## src/rtl/lsu_pkg.sv

```systemverilog
// Shared definitions for the load/store sequencer: type bit positions,
// FSM states and the access-size decode used by the alignment checker.
package lsu_pkg;

  localparam int LB  = 6;
  localparam int LH  = 5;
  localparam int LW  = 4;
  localparam int LD  = 3;
  localparam int LBU = 2;
  localparam int LHU = 1;
  localparam int LWU = 0;

  localparam int SB = 3;
  localparam int SH = 2;
  localparam int SW = 1;
  localparam int SD = 0;

  typedef enum logic [1:0] {
    IDLE   = 2'd0,
    ACCESS = 2'd1,
    RESP   = 2'd2
  } state_e;

  typedef enum logic [1:0] {
    SZ_B = 2'd0,
    SZ_H = 2'd1,
    SZ_W = 2'd2,
    SZ_D = 2'd3
  } size_e;

  // Only meaningful for a one-hot request; other encodings are caught as illegal.
  function automatic size_e access_size(input logic [6:0] ld, input logic [3:0] st);
    size_e sz;
    if (ld[LH] || ld[LHU] || st[SH]) begin
      sz = SZ_H;
    end else if (ld[LW] || ld[LWU] || st[SW]) begin
      sz = SZ_W;
    end else if (ld[LD] || st[SD]) begin
      sz = SZ_D;
    end else begin
      sz = SZ_B;
    end
    return sz;
  endfunction

endpackage

```

## src/rtl/lsu_align_check.sv

```systemverilog
// Combinational request classifier: encoding legality, no-op detection and
// natural-alignment check. Illegal requests never report misalignment.
module lsu_align_check
  import lsu_pkg::*;
(
  input  logic [2:0] addr_lo,
  input  logic [6:0] ld_type,
  input  logic [3:0] st_type,
  output logic       misaligned,
  output logic       illegal,
  output logic       noop
);

  logic mis_raw;

  // Classify the request from its type fields and low address bits
  always_comb begin
    noop    = (ld_type == 7'd0) && (st_type == 4'd0);
    illegal = ((ld_type != 7'd0) && (st_type != 4'd0)) ||
              !$onehot0(ld_type) || !$onehot0(st_type);
    case (access_size(ld_type, st_type))
      SZ_H:    mis_raw = (addr_lo[0] != 1'b0);
      SZ_W:    mis_raw = (addr_lo[1:0] != 2'b00);
      SZ_D:    mis_raw = (addr_lo != 3'b000);
      default: mis_raw = 1'b0;
    endcase
    misaligned = mis_raw && !illegal && !noop;
  end

endmodule

```

## src/rtl/lsu_ctrl.sv

```systemverilog
// Load/store sequencer between EX and the data-memory stage: one request at a
// time, a fixed MEM_LATENCY access window, and a registered response to WB.
module lsu_ctrl
  import lsu_pkg::*;
#(
  parameter int MEM_LATENCY = 1,
  parameter int XLEN        = 64
) (
  input  logic            clk,
  input  logic            rst,
  input  logic            req_valid,
  output logic            req_ready,
  input  logic [XLEN-1:0] req_addr,
  input  logic [6:0]      req_ld_type,
  input  logic [3:0]      req_st_type,
  input  logic [XLEN-1:0] req_wdata,
  input  logic [4:0]      req_rd,
  output logic [XLEN-1:0] mem_raddr,
  output logic [6:0]      mem_ld_type,
  input  logic [XLEN-1:0] mem_rdata,
  output logic [XLEN-1:0] mem_waddr,
  output logic [XLEN-1:0] mem_wdata,
  output logic [3:0]      mem_st_type,
  output logic            resp_valid,
  input  logic            resp_ready,
  output logic [XLEN-1:0] resp_rdata,
  output logic [4:0]      resp_rd,
  output logic [XLEN-1:0] resp_addr,
  output logic            resp_misaligned,
  output logic            resp_illegal
);

  localparam int CW = $clog2(MEM_LATENCY + 1);

  state_e            state_q, state_d;
  logic [CW-1:0]     cnt_q, cnt_d;
  logic              req_ready_q, req_ready_d;
  logic [XLEN-1:0]   mem_addr_q, mem_addr_d;
  logic [XLEN-1:0]   mem_wdata_q, mem_wdata_d;
  logic [6:0]        mem_ld_type_q, mem_ld_type_d;
  logic [3:0]        mem_st_type_q, mem_st_type_d;
  logic              resp_valid_q, resp_valid_d;
  logic [XLEN-1:0]   resp_rdata_q, resp_rdata_d;
  logic [4:0]        resp_rd_q, resp_rd_d;
  logic [XLEN-1:0]   resp_addr_q, resp_addr_d;
  logic              resp_mis_q, resp_mis_d;
  logic              resp_ill_q, resp_ill_d;
  logic              chk_mis, chk_ill, chk_noop;

  lsu_align_check u_align (
    .addr_lo    (req_addr[2:0]),
    .ld_type    (req_ld_type),
    .st_type    (req_st_type),
    .misaligned (chk_mis),
    .illegal    (chk_ill),
    .noop       (chk_noop)
  );

  // Next-state and next-output logic; the mem_* registers double as the request latch
  always_comb begin
    state_d       = state_q;
    cnt_d         = cnt_q;
    req_ready_d   = req_ready_q;
    mem_addr_d    = mem_addr_q;
    mem_wdata_d   = mem_wdata_q;
    mem_ld_type_d = mem_ld_type_q;
    mem_st_type_d = mem_st_type_q;
    resp_valid_d  = resp_valid_q;
    resp_rdata_d  = resp_rdata_q;
    resp_rd_d     = resp_rd_q;
    resp_addr_d   = resp_addr_q;
    resp_mis_d    = resp_mis_q;
    resp_ill_d    = resp_ill_q;
    case (state_q)
      IDLE: begin
        if (req_valid && req_ready_q) begin
          req_ready_d  = 1'b0;
          resp_rd_d    = req_rd;
          resp_addr_d  = req_addr;
          resp_mis_d   = chk_mis;
          resp_ill_d   = chk_ill;
          resp_rdata_d = '0;
          if (chk_ill || chk_mis || chk_noop) begin
            state_d      = RESP;
            resp_valid_d = 1'b1;
          end else begin
            state_d       = ACCESS;
            cnt_d         = CW'(MEM_LATENCY - 1);
            mem_addr_d    = req_addr;
            mem_wdata_d   = req_wdata;
            mem_ld_type_d = req_ld_type;
            mem_st_type_d = req_st_type;
          end
        end else begin
          req_ready_d = 1'b1;
        end
      end
      ACCESS: begin
        mem_st_type_d = 4'd0;
        if (cnt_q == '0) begin
          state_d       = RESP;
          resp_valid_d  = 1'b1;
          resp_rdata_d  = (mem_ld_type_q != 7'd0) ? mem_rdata : '0;
          mem_addr_d    = '0;
          mem_wdata_d   = '0;
          mem_ld_type_d = 7'd0;
        end else begin
          cnt_d = cnt_q - CW'(1);
        end
      end
      RESP: begin
        if (resp_ready) begin
          state_d      = IDLE;
          resp_valid_d = 1'b0;
          req_ready_d  = 1'b1;
        end else begin
          state_d = RESP;
        end
      end
      default: begin
        state_d       = IDLE;
        req_ready_d   = 1'b0;
        resp_valid_d  = 1'b0;
        mem_addr_d    = '0;
        mem_wdata_d   = '0;
        mem_ld_type_d = 7'd0;
        mem_st_type_d = 4'd0;
      end
    endcase
  end

  // State and output registers with synchronous reset
  always_ff @(posedge clk) begin
    if (rst) begin
      state_q       <= IDLE;
      cnt_q         <= '0;
      req_ready_q   <= 1'b0;
      mem_addr_q    <= '0;
      mem_wdata_q   <= '0;
      mem_ld_type_q <= 7'd0;
      mem_st_type_q <= 4'd0;
      resp_valid_q  <= 1'b0;
      resp_rdata_q  <= '0;
      resp_rd_q     <= 5'd0;
      resp_addr_q   <= '0;
      resp_mis_q    <= 1'b0;
      resp_ill_q    <= 1'b0;
    end else begin
      state_q       <= state_d;
      cnt_q         <= cnt_d;
      req_ready_q   <= req_ready_d;
      mem_addr_q    <= mem_addr_d;
      mem_wdata_q   <= mem_wdata_d;
      mem_ld_type_q <= mem_ld_type_d;
      mem_st_type_q <= mem_st_type_d;
      resp_valid_q  <= resp_valid_d;
      resp_rdata_q  <= resp_rdata_d;
      resp_rd_q     <= resp_rd_d;
      resp_addr_q   <= resp_addr_d;
      resp_mis_q    <= resp_mis_d;
      resp_ill_q    <= resp_ill_d;
    end
  end

  assign req_ready       = req_ready_q;
  assign mem_raddr       = mem_addr_q;
  assign mem_waddr       = mem_addr_q;
  assign mem_wdata       = mem_wdata_q;
  assign mem_ld_type     = mem_ld_type_q;
  assign mem_st_type     = mem_st_type_q;
  assign resp_valid      = resp_valid_q;
  assign resp_rdata      = resp_rdata_q;
  assign resp_rd         = resp_rd_q;
  assign resp_addr       = resp_addr_q;
  assign resp_misaligned = resp_mis_q;
  assign resp_illegal    = resp_ill_q;

endmodule

```

## config.mk

```make
export PLATFORM = sky130hd
export DESIGN_NAME = lsu_ctrl
export DESIGN_NICKNAME = d
export VERILOG_FILES = /design/src/rtl/lsu_pkg.sv /design/src/rtl/lsu_align_check.sv /design/src/rtl/lsu_ctrl.sv
export SDC_FILE = /design/constraint.sdc
export NUM_CORES = 1
export LEC_CHECK = 0
export CAP_MARGIN = 10
export CORE_AREA = 2 2 213 215
export DETAILED_ROUTE_END_ITERATION = 8
export DIE_AREA = 0 0 215 217
export GPL_ROUTABILITY_DRIVEN = 0
export PLACE_DENSITY_LB_ADDON = 0.3
export SYNTH_ARGS = -nofsm -noshare
export SYNTH_HDL_FRONTEND = slang
export SYNTH_SLANG_ARGS = --single-unit
```

## constraint.sdc

```tcl
create_clock -name clk -period 4.2 [get_ports clk]
set_input_delay 0.63 -clock clk [delete_from_list [all_inputs] [get_ports clk]]
set_output_delay 0.63 -clock clk [all_outputs]
set_load 0.005 [all_outputs]
```

## Word level (Yosys, flattened, before mapping)

Cells that the tools add are included.

- Flip-flop bits (word level): 279
- Input bits: 212
- Output and inout port bits: 340
- Word-level logic and storage cells: 111

- Add/subtract/negate cells: 10
- Magnitude comparators: 2
- Eq/ne operators: 10
- Mux-type cells: 39
- Bitwise operators: 2
- Reductions and logical operators: 35

Operators by type and width:

| operator | count |
|---|---|
| $mux W64 | 8 |
| $pmux W64 S3 | 2 |
| $pmux W64 S2 | 1 |
| $mux W7 | 3 |
| $pmux W7 S3 | 1 |
| $mux W2 | 7 |
| $reduce_bool A7 Y1 | 2 |
| $add A1 B1 Y2 | 5 |
| $ne A2 B2 Y1 const B | 5 |
| $add A3 B3 Y3 | 3 |
| $logic_or A1 B1 Y1 | 9 |
| $mux W1 | 9 |
| $pmux W1 S3 | 3 |
| $reduce_and A3 Y1 | 3 |
| $mux W4 | 2 |
| $pmux W4 S2 | 1 |
| $reduce_and A4 Y1 | 2 |
| $logic_not A7 Y1 | 1 |
| $eq A2 B2 Y1 const B | 3 |
| $le A3 B1 Y1 const B | 2 |
| $pmux W2 S3 | 1 |
| $reduce_and A2 Y1 | 3 |
| $logic_and A1 B1 Y1 | 5 |
| $eq A2 B1 Y1 const B | 2 |
| 10 further kinds | 15 |

## Logic depth before layout (Yosys ltp)

Gate-level depths: netlist of run 1.

- Word-level depth: 15
- Mapped depth: 13
- Mapped depth without buffers: 11

## Hierarchy

Synthesis of run 1 repeated with hierarchy kept, for this count alone.

- Cell total of the unflattened synthesis: 1176
- Area total of the unflattened synthesis: 10830.4 µm²

Modules (own cells, without submodules):

| module | times used | cells an instance | area an instance (µm²) | sequential area each (µm²) |
|---|---|---|---|---|
| lsu_ctrl | 1 | 1142 | 10548.9 | 5565.3 |
| lsu_align_check | 1 | 34 | 281.5 | 0.0 |

## Worst setup path before layout of run 1

OpenSTA, ideal clock, no wires.

- Path type: input-to-reg
- From: in req_ld_type[0]
- To: reg mem_addr_q[10], in the netlist mem_raddr[10]
- Setup time: 0.072 ns
- Data arrival time: 3.461 ns
- Data required time: 4.128 ns
- Setup slack: 0.667 ns
- Cell stages on the path: 13
- Path buffers: 2
- Path through: inv_1 > ha_1 > inv_1 > fa_1 > inv_1 > ha_1 > fa_1 > xnor2_1 > or3_1 > a2111oi_4 > buf_12 > buf_8 > mux2i_1

- Cells in the longest elaborated chain, start to end: 14
- Elaborated cells on any way between the ends: 27
- Those cells by class: add/sub (3); order compare (1); eq/ne (4); mux (3); reduce/logical (16)

Ends and longest elaborated chain:

| what | line | RTL |
|---|---|---|
| start: declaration | lsu_ctrl.sv:14 | `input logic [6:0] req_ld_type,` |
| $add A1 B1 Y2 (implied by the code) | lsu_align_check.sv:20 | `!$onehot0(ld_type) \|\| !$onehot0(st_type);` |
| $add A3 B3 Y3 (implied by the code) (2 in a row) | lsu_align_check.sv:20 |  |
| $le A3 B1 Y1 (implied by the code) | lsu_align_check.sv:20 |  |
| $logic_not A1 Y1 | lsu_align_check.sv:20 |  |
| $logic_or A1 B1 Y1 | lsu_align_check.sv:19 | `illegal = ((ld_type != 7'd0) && (st_type != 4'd0)) \|\|` |
| $logic_or A1 B1 Y1 | lsu_align_check.sv:20 |  |
| $logic_not A1 Y1 | lsu_align_check.sv:27 | `misaligned = mis_raw && !illegal && !noop;` |
| $logic_and A1 B1 Y1 (2 in a row) | lsu_align_check.sv:27 |  |
| $logic_or A1 B1 Y1 | lsu_ctrl.sv:83 | `if (chk_ill \|\| chk_mis \|\| chk_noop) begin` |
| $logic_or A1 B1 Y1 (*) | lsu_ctrl.sv:83 |  |
| $ne A2 B2 Y1 (no source line) (*) | - |  |
| $reduce_and A4 Y1 (no source line) (*) | - |  |
| end signal: assignment | lsu_ctrl.sv:152 | `mem_addr_q <= mem_addr_d;` |
| end: declaration | lsu_ctrl.sv:38 | `logic [XLEN-1:0] mem_addr_q, mem_addr_d;` |

Every way passes the cells marked *; elsewhere a longest branch is shown, timed or not.
A chain may end at the register's enable or synchronous reset.

## Worst setup path in the final report of run 1

- From: in req_ld_type[0]
- To: reg mem_wdata_q[43], in the netlist mem_wdata[43]

- Cells in the longest elaborated chain, start to end: 14
- Elaborated cells on any way between the ends: 27
- Those cells by class: add/sub (3); order compare (1); eq/ne (4); mux (3); reduce/logical (16)

Ends and longest elaborated chain:

| what | line | RTL |
|---|---|---|
| $add A1 B1 Y2 (implied by the code) | lsu_align_check.sv:20 |  |
| $add A3 B3 Y3 (implied by the code) (2 in a row) | lsu_align_check.sv:20 |  |
| $le A3 B1 Y1 (implied by the code) | lsu_align_check.sv:20 |  |
| $logic_not A1 Y1 | lsu_align_check.sv:20 |  |
| $logic_or A1 B1 Y1 | lsu_align_check.sv:19 |  |
| $logic_or A1 B1 Y1 | lsu_align_check.sv:20 |  |
| $logic_not A1 Y1 | lsu_align_check.sv:27 |  |
| $logic_and A1 B1 Y1 (2 in a row) | lsu_align_check.sv:27 |  |
| $logic_or A1 B1 Y1 | lsu_ctrl.sv:83 |  |
| $logic_or A1 B1 Y1 (*) | lsu_ctrl.sv:83 |  |
| $ne A2 B2 Y1 (no source line) (*) | - |  |
| $reduce_and A4 Y1 (no source line) (*) | - |  |
| end signal: assignment | lsu_ctrl.sv:153 | `mem_wdata_q <= mem_wdata_d;` |
| end: declaration | lsu_ctrl.sv:39 | `logic [XLEN-1:0] mem_wdata_q, mem_wdata_d;` |

Marked as above.

==> results.cfg, run 1 <==
[status]
outcome = completed

[worst_setup_path]
worst-setup-path-type = in2reg
critPathTopFamily = adder cells
crit_path_cell_trace = clkdlybuf4s50_1, inv_1, ha_1, inv_1, fa_1, inv_1, ha_1, fa_1, xnor2_1, or3_1, a2111oi_4, buf_4, buf_12, mux2i_1
number_of_buffers_and_inverters_on_the_critical_path = 6
worstPathMaxFanout = 23
cp.required_ns = 4.69
timing.critical_path.slowest_stage_cell = fa_1
worstSetupEndpointType = register
setup_crit_start_kind = input port
crit_path_frequent_cell = inv_1
worst_path_arrival_ns = 4.17
delay_of_the_slowest_cell_on_the_worst_path_ns = 0.50

[clock_network]
cts.path.max_buffers = 3
tritoncts.num_buffers = 31
cts_sinks = 278
cts_setup_buffers = 0
cts_htree_levels = 1
cts-resized-gates = 0
ctsRootBufferMaster = clkbuf_16
clk_latency_ns = 0.57
cts_tree = built
ctsHoldBuffers = 0
clock_transition_at_the_registers_of_the_reported_paths_ns = 0.06

[yosys]
yosysTopAreaCell = dfxtp_1
synth_simple_gate_area_share_pct = 17.5
syn-mean-instance-area_um2 = 8.85
synth-compound-area-share_pct = 8.33
synth_xor_xnor_area_share_pct = 0.234
synth_adder_area_share_pct = 2.05
synth_top_family_by_area = simple AND/OR/NAND/NOR gates
synthFlopType = dfxtp_1
number_of_enable_flip_flop_cells_after_synthesis = 0
yosys-mux-area-fraction_pct = 12.4
netlist_top_cells_area = dfxtp_1 (50%), nand2_1 (14%), mux2i_1 (12%)
ys_seq_elements = 278
postSynthCellCount = 1267
synth.cell_area_um2 = 11200
yosysWarnings = 0
postSynthNetCount = 1495
count_of_different_cell_masters_after_synthesis = 35
synth_top_area_share_pct = 49.6
asyncSetResetFlopFracSynth_pct = 0
synth_sequential_area_ratio_pct = 49.6

[power_and_ir_drop]
intPower_uw = 4570
power_switching_share_pct = 23.4
p_comb_share_pct = 9.6
sequentialPowerShare_pct = 45.2
power_density_nw_per_um2 = 334
total_switching_power_uw = 1390
pwr-share-clk_pct = 45.2
power.static_leakage_uw = 0.00626
worst_ir_drop_vdd_v = 0.000262

[route]
detail_route.wl_per_cell_um = 17.0
drt_pre_antenna_iters = 4
via_count = 10300
drt_first_iter_violations = 481
detail_route.wirelength_um = 40000
drc = 0
detail-route-antenna-nets = 0
via_per_inst = 4.36

[global_route]
grt_usage_pct = 16.3
grtUsageMet2_pct = 29.4
grt_pass1_wl_um = 60500
groute.layer.met1.usage_pct = 18.9
initial_antenna_violation_count = 2
vias_in_the_first_global_route = 10400
pin_count_of_the_biggest_net_entering_global_routing = 193
gr-max-usage-layer = met2
met3_usage_pct = 4.44
global_route.overflow_total = 0

[sta]
final.min_clock_period_ns = 3.67
fin_worst_skew_ns = 0.00893
max_slew_violation_total_from_the_final_report = 0
timing_worst_slew_pin_value_ns = 0.978
slew_headroom_pct = 34.7
final_hold_viol_count = 0
fin_worst_hold_slack_ns = 0.451
final_min_period_over_clock_period_pct = 87.4
clock.fmax_mhz = 272
final-setup-viol-count = 0
setup_repair_after_global_routing_missed_its_margin = false

[place]
dp_cells = 2295
dp.final_hpwl_um = 29300
placement.io_buffers = 551

[layout]
layout.cells.most_common = clkdlybuf4s50_1
layout-area-overhead-vs-synth_pct = 59.1
final_nets = 1956
fillers = 4521
final_layout_size_suffix_gt1_share_pct = 5.20
layout.cells.most_common_list = clkdlybuf4s50_1 (550), nand2_1 (421), dfxtp_1 (278), mux2i_1 (139), a21oi_1 (71)
utilization_of_the_core_after_routing_pct = 39.9
post_layout_nonfiller_instances = 2353

[die]
dieHeight_um = 217
die_area_um2 = 46700
core-area_um2 = 44700
starting_density_of_the_core_pct = 25.1
boundaryPins = 552
die-width_um = 215
site_row_count = 78

[run]
maxCapViolCount = 0

[min_path]
hold_path.class = reg2reg
flip-flops by register name, summed over array words and instances (netlist names):
name             cells
req_ready            1
resp_illegal         1
mem_raddr           64
mem_ld_type          7
resp_rd              5
mem_st_type          4
mem_wdata           64
resp_rdata          64
resp_addr           64
resp_valid           1
state_q              2
resp_misaligned      1
final timing paths:
kind	start	end	slack, ns	cells after the start
hold reg to reg	resp_addr[20]$_SDFFE_PP0P_	resp_addr[20]$_SDFFE_PP0P_	0.45	2
hold / removal	resp_addr[20]$_SDFFE_PP0P_	resp_addr[20]$_SDFFE_PP0P_	0.45	2
setup reg to reg	state_q[0]$_SDFFE_PP0N_	resp_rdata[1]$_SDFFE_PP0P_	1.89	5
setup / recovery	req_ld_type[0]	mem_wdata[43]$_SDFFE_PP0P_	0.53	14
cells in the mapped netlist (3+ instances only):
library cell,number
nand2_1,421
dfxtp_1,278
mux2i_1,139
clkbuf_1,75
a21oi_1,72
nor2_1,68
buf_4,66
a22oi_1,64
inv_1,23
ha_1,12
buf_12,9
fa_1,4
o21ai_0,4
buf_8,3
nand2b_1,3
nor3_1,3
nor4_1,3
worst min-delay path, cell delays in order (launching register included):
cell and delay (ns):
dfxtp_1 0.30, nand2_1 0.05, a21oi_1 0.05
per-stage QoR:
step / power, µW / cell area [µm²] / setup TNS [ns] / setup WS [ns]
after floorplan: 2960 / 11200 / 0 / 0.667
after global placement: 3330 / 16800 / 0 / 0.0343
after detailed placement: 3340 / 16800 / -4.52 / -0.0964
after CTS: 6070 / 17800 / 0 / 0.513
after global routing: 6220 / 17800 / 0 / 0.356
final: 5970 / 17800 / 0 / 0.528
cells by family after synthesis:
group	Yosys count
compound gates	146
flops	278
buf+inv	177
fa+ha+maj	16
mux	139
xor+xnor	3
simple gates	508
power by group through the flow:
stage          Sequential (µW)  Clock, µW  Combinational [µW]
3_3_place_gp              2750          0                 577
6_report                  2700       2700                 573
2_1_floorplan             2760          0                 203
5_1_grt                   2700       2890                 630
4_1_cts                   2700       2790                 584
3_5_place_dp              2760          0                 581
area by class of cell:
cell class                 instances  area [µm²]  area share (%)
clock buffer                      42         887            4.97
clock inverter                    13         121           0.680
multi-input combinational        812        4590            25.7
timing repair buffer             582        5830            32.7
tap                              600         751            4.21
inverter                          23        86.3           0.484
sequential                       278        5570            31.2
antenna                            3        7.51          0.0421
layer usage:
| metal | wire (µm) | vias up |
|---|---|---|
| li1 | - | 5000 |
| met1 | 16200 | 4841 |
| met2 | 19800 | 369 |
| met3 | 3090 | 55 |
| met4 | 947 | 0 |
| met5 | 0 | - |
No activity file was read; power rests on OpenSTA's default activity.
==> inputs of run 2 (changes only) <==
--- a/config.mk
+++ b/config.mk
@@ -7,6 +7,7 @@
 export LEC_CHECK = 0
 export CAP_MARGIN = 10
 export CORE_AREA = 2 2 213 215
+export CTS_CLUSTER_SIZE = 20
 export DETAILED_ROUTE_END_ITERATION = 8
 export DIE_AREA = 0 0 215 217
 export GPL_ROUTABILITY_DRIVEN = 0
==> results of run 2 <==
Same layout as run 1: the final DEF is identical, and so are final timing and power.
